`src/rtl/mux41_rr_arbiter.sv`:
```
// Round-robin arbiter sharing one 4:1 bit-select datapath among four requesters.
// A winner holds the grant for a burst that ends on its LAST flag, on reaching
// MAX_BURST accepted beats, or when it withdraws its request. Every burst is
// followed by one IDLE cycle with GNT all zero before the next arbitration.
module mux41_rr_arbiter #(
  parameter int unsigned MAX_BURST = 8   // legal range 1..15
) (
  input  logic       clk,
  input  logic       rst_n,
  input  logic [3:0] REQ,
  input  logic [3:0] LAST,
  input  logic       READY,
  output logic [1:0] S,
  output logic [3:0] GNT,
  output logic       VALID,
  output logic       BUSY
);

  typedef enum logic {
    IDLE = 1'b0,
    XFER = 1'b1
  } state_e;

  localparam logic [3:0] MAX_CNT = 4'(MAX_BURST);

  state_e     state_q, state_d;
  logic [1:0] s_q, s_d;
  logic [3:0] gnt_q, gnt_d;
  logic [3:0] cnt_q, cnt_d;
  logic [1:0] last_q, last_d;
  logic       valid_s;
  logic       accept_s;
  logic [3:0] cnt_inc_s;

  // First requester found scanning last+1, last+2, last+3, last+4 (mod 4).
  // The loop runs from the farthest position down so the nearest one wins.
  function automatic logic [1:0] rr_pick(input logic [1:0] last, input logic [3:0] req);
    logic [1:0] idx;
    rr_pick = last;
    for (int k = 4; k >= 1; k--) begin
      idx = last + 2'(k);
      if (req[idx]) rr_pick = idx;
    end
  endfunction

  function automatic logic [3:0] onehot(input logic [1:0] idx);
    onehot = 4'b0001 << idx;
  endfunction

  // The owner's request qualifies the beat; non-owner requests are ignored.
  assign valid_s   = (state_q == XFER) && REQ[s_q];
  assign accept_s  = valid_s && READY;
  assign cnt_inc_s = cnt_q + 4'd1;

  assign S     = s_q;
  assign GNT   = gnt_q;
  assign VALID = valid_s;
  assign BUSY  = (state_q == XFER);

  // Next-state logic: arbitration in IDLE, beat counting and burst end in XFER.
  always_comb begin
    state_d = state_q;
    s_d     = s_q;
    gnt_d   = gnt_q;
    cnt_d   = cnt_q;
    last_d  = last_q;
    case (state_q)
      IDLE: begin
        gnt_d = 4'b0000;
        if (REQ != 4'b0000) begin
          s_d     = rr_pick(last_q, REQ);
          gnt_d   = onehot(rr_pick(last_q, REQ));
          cnt_d   = 4'd0;
          state_d = XFER;
        end else begin
          state_d = IDLE;
        end
      end
      XFER: begin
        if (accept_s) begin
          cnt_d = cnt_inc_s;
          if (LAST[s_q] || (cnt_inc_s == MAX_CNT)) begin
            state_d = IDLE;
            gnt_d   = 4'b0000;
            cnt_d   = 4'd0;
            last_d  = s_q;
          end else begin
            state_d = XFER;
          end
        end else if (!REQ[s_q]) begin
          // Withdrawal: VALID is low, so no beat is lost.
          state_d = IDLE;
          gnt_d   = 4'b0000;
          cnt_d   = 4'd0;
          last_d  = s_q;
        end else begin
          state_d = XFER;
        end
      end
      default: begin
        state_d = IDLE;
        gnt_d   = 4'b0000;
        cnt_d   = 4'd0;
      end
    endcase
  end

  // State and output registers; reset makes requester 0 the first winner.
  always_ff @(posedge clk or negedge rst_n) begin
    if (!rst_n) begin
      state_q <= IDLE;
      s_q     <= 2'b00;
      gnt_q   <= 4'b0000;
      cnt_q   <= 4'd0;
      last_q  <= 2'd3;
    end else begin
      state_q <= state_d;
      s_q     <= s_d;
      gnt_q   <= gnt_d;
      cnt_q   <= cnt_d;
      last_q  <= last_d;
    end
  end

endmodule

```
`config.mk`:
```
export PLATFORM = sky130hd
export DESIGN_NAME = mux41_rr_arbiter
export DESIGN_NICKNAME = d
export VERILOG_FILES = /design/src/rtl/mux41_rr_arbiter.sv
export SDC_FILE = /design/constraint.sdc
export NUM_CORES = 1
export LEC_CHECK = 0
export ABC_AREA = 1
export CORE_MARGIN = 3
export CORE_UTILIZATION = 25
export CTS_BUF_LIST = sky130_fd_sc_hd__clkbuf_4
export CTS_CLUSTER_DIAMETER = 50
export DETAILED_ROUTE_END_ITERATION = 6
export PLACE_DENSITY = 0.42
export SLEW_MARGIN = 20
export SYNTH_ARGS = -nofsm -noshare
export SYNTH_HDL_FRONTEND = slang
export SYNTH_SLANG_ARGS = --single-unit
```
`constraint.sdc`:
```
create_clock -name clk -period 1.8 [get_ports clk]
set_input_delay 0.36 -clock clk [delete_from_list [all_inputs] [get_ports clk]]
set_output_delay 0.36 -clock clk [all_outputs]
set_load 0.1 [all_outputs]
```
==> impl_results.md <==
* Post-route setup TNS at 0 ns
* Synthesis-stage register bit count at 13
* Post-synthesis cell type count at 19
* CTS Buf Count at 3
* Core box area at 3390 um2
* Clock tree buffer depth at 2
* Crit-path max FO at 2
* Syn Inst Count at 137
* Area Overhead vs Synth at 50.21%
* CP max stage cell: clkdlybuf4s50_1
* Most frequent cells in the layout: nand2_1 (74), inv_1 (14), nand3_1 (12), buf_4 (12), clkdlybuf4s50_1 (10)
* Filler cell count at 347
* Worst Tran Pin Value at 0.2393 ns
* Die area at 4321 um2
* Mapped Area at 892.1 um2
* Mapped Avg Cell Area at 6.512 um2
* Final hold violation count at 0
* Placed Instances at 209
* Hpwl dp at 1654 um
* I/O Pins at 19
* Max Fclk at 567.6 MHz
* Routability congestion estimate at 0.7590
* Antenna violations before repair at 0
* FP Rows at 21
* Status: finished, final reports clean
* First-pass GRT wire length at 3767 um
* # hold bufs at CTS at 0
* Synthesized-area fraction occupied by adder cells at 1.403%
* Largest family of logic cells by synthesized area: simple AND/OR/NAND/NOR gates
* Synth Area in XOR/XNOR at 1.964%
* Pleak at 0.7147 nW
* Clk_lat worst skew at 0.27 ns
* Peak supply drop at 882.9 uV
* Synth warn at 0
* Tcrit/Tclk final at 97.88%
* CTS tree: yes
* Vias in the first global route at 875
* Rel. slew slack at 83.99%
* Wire length per cell at 10.05 um
* Arr. time, crit path at 1.40 ns
* Fraction of layout cells with a size suffix above 1 at 25.29%
* CTS root buffer: clkbuf_4
* Initial core utilization at 26.32%
* Sequential Area at 336.6 um2
* Setup Skew at 0.004294 ns
* Antenna Nets Post-Route at 0
* DR vias at 897
* Largest net degree at the start of global routing at 14
* Clock Sinks at 13
* # DRC at 0
* Die Ht at 65.74 um
* Syn_nets at 149
* Number of flops mapped to enable cells by yosys at 0
* Async S/R FF share, synth at 100.0%
* Die Wd at 65.74 um
* DRT Pass-1 Iters at 4
* Slowest cell delay on critical path at 0.49 ns
* Number of DRC markers in iteration 0 at 41
* Worst path cell trace: clkdlybuf4s50_1, nand2_1, nand3_2, nand2_2, nor2_4, buf_12
* Multi-input logic area at 500.5 um2
* P per Cell Area at 1959 nW/um2
* Antenna diodes at 0
* Compound-Gate Fraction of Synth Area at 3.226%
* Max_cap viols at 0
* Input/output buffers at 18
* Htree depth at 1
* Setup Viol. Count Final at 0
* Simple-gate share of the synthesized area at 48.39%
* WP data required at 1.44 ns
* Startpoint types: input pin
* Via/cell ratio at 4.153
* Period minus WS final at 1.762 ns
* CP top delay family: buffers and inverters
* Hold Crit Class: in2async
* Util after Layout at 39.53%
* Final wirelength at 2170 um
* Unrepaired setup endpoints after global routing: true
* Global Route Usage Sum at 11.01%
* Kind of critical path: in2out
* Nets at 183
* Critical path buffer and inverter count at 2
* Commonest non-fill, non-tap cell in the layout: nand2_1
* Mux share of post-synthesis cell area at 0%
* Fin cells at 216
* Slew Limit Fails at 0
* Clk slew on worst S/H paths at 0.08 ns
* Sequential area share after synthesis at 36.75%
* Main flop type after synthesis: dfrtp_1
* Worst setup EP type: primary output
* Final global-route overflow total at 0
==> layout make-up <==
cell class                      instances  area share [%]
Multi-Input combinational cell        107           37.35
Clock buffer                            4           2.241
Inverter                               16           4.855
Sequential cell                        13           25.12
Timing Repair Buffer                   30           26.14
Tap cell                               46           4.295
==> power by group <==
group / internal, W / switching (W)
Combinational: 0.000685 / 0.00119
Sequential: 0.000421 / 0.000142
Clock: 0.000101 / 0.0000893
==> synthesized netlist by cell type (2+ instances only) <==
master   instances  area share, %
inv_1           15            6.3
dfrtp_1         11             31
nor2_1           2           0.84
nand2_1         76             32
nor2_2           2            1.4
o21ai_0          3            1.7
nand3_1         13            7.3
dfstp_2          2            5.9
nand2_2          3            2.1
==> worst register-to-register path: cells and delay by family, from the launching register on <==
family	cells	cell delay, ns
flip-flops	1	0.51
AND/OR/NAND/NOR	8	0.69
buffers and inverters	3	0.32
==> stage by stage <==
stage / area [um2] / power [W] / setup WS [ns] / hold slack (ns)
final: 1340 / 0.002625 / 0.03817 / 0.3866
after global routing: 1340 / 0.002867 / -0.02269 / 0.3771
after CTS: 1320 / 0.002615 / 0.02008 / 0.3816
after detailed placement: 1275 / 0.002375 / -0.02993 / 0.4857
after global placement: 1275 / 0.002368 / -0.02489 / 0.4808
after floorplan: 900.9 / 0.001775 / -0.2054 / 0.06441
==> registers in the layout (all words and copies together) (netlist names) <==
register  flops
GNT           4
S             2
BUSY          1
cnt_q         4
last_q        2
==> cells by family after synthesis <==
| family | after synthesis |
|---|---|
| compound gates | 5 |
| flops | 13 |
| fa+ha+maj | 1 |
| xor+xnor | 2 |
| buf+inv | 17 |
| simple gates | 99 |
==> timing repair <==
| action | 4_1_cts | 5_1_grt |
|---|---|---|
| pin swaps | 1 | 2 |
| setup endpoints to repair | 1 | 1 |
| resized for setup | 0 | 4 |
| setup buffers | 2 | 1 |
==> final timing paths <==
check	depth (start not counted)	startpoint	endpoint	slack, ns
max	6	REQ[3]	VALID	0.04
min	2	rst_n	cnt_q[3]$_DFFE_PN0P_	0.39
max reg2reg	11	S[0]$_DFFE_PN0P_	GNT[3]$_DFFE_PN0P_	0.20
min reg2reg	2	last_q[1]$_DFFE_PN1P_	last_q[1]$_DFFE_PN1P_	0.50
max in group asynchronous	2	rst_n	last_q[0]$_DFFE_PN1P_	1.18
min in group clk	2	last_q[1]$_DFFE_PN1P_	last_q[1]$_DFFE_PN1P_	0.50
==> metal layers <==
layer  vias to the layer above  global-route usage (%)  part of all wire, %
met1                       385                   15.71                   51
met4                         0                  0.7772                    0
met2                        24                   16.27                   41
met5                         -                       0                    0
met3                         0                   4.274                  7.3
li1                        488                       -                    -
(Power assumes the default switching activity.)
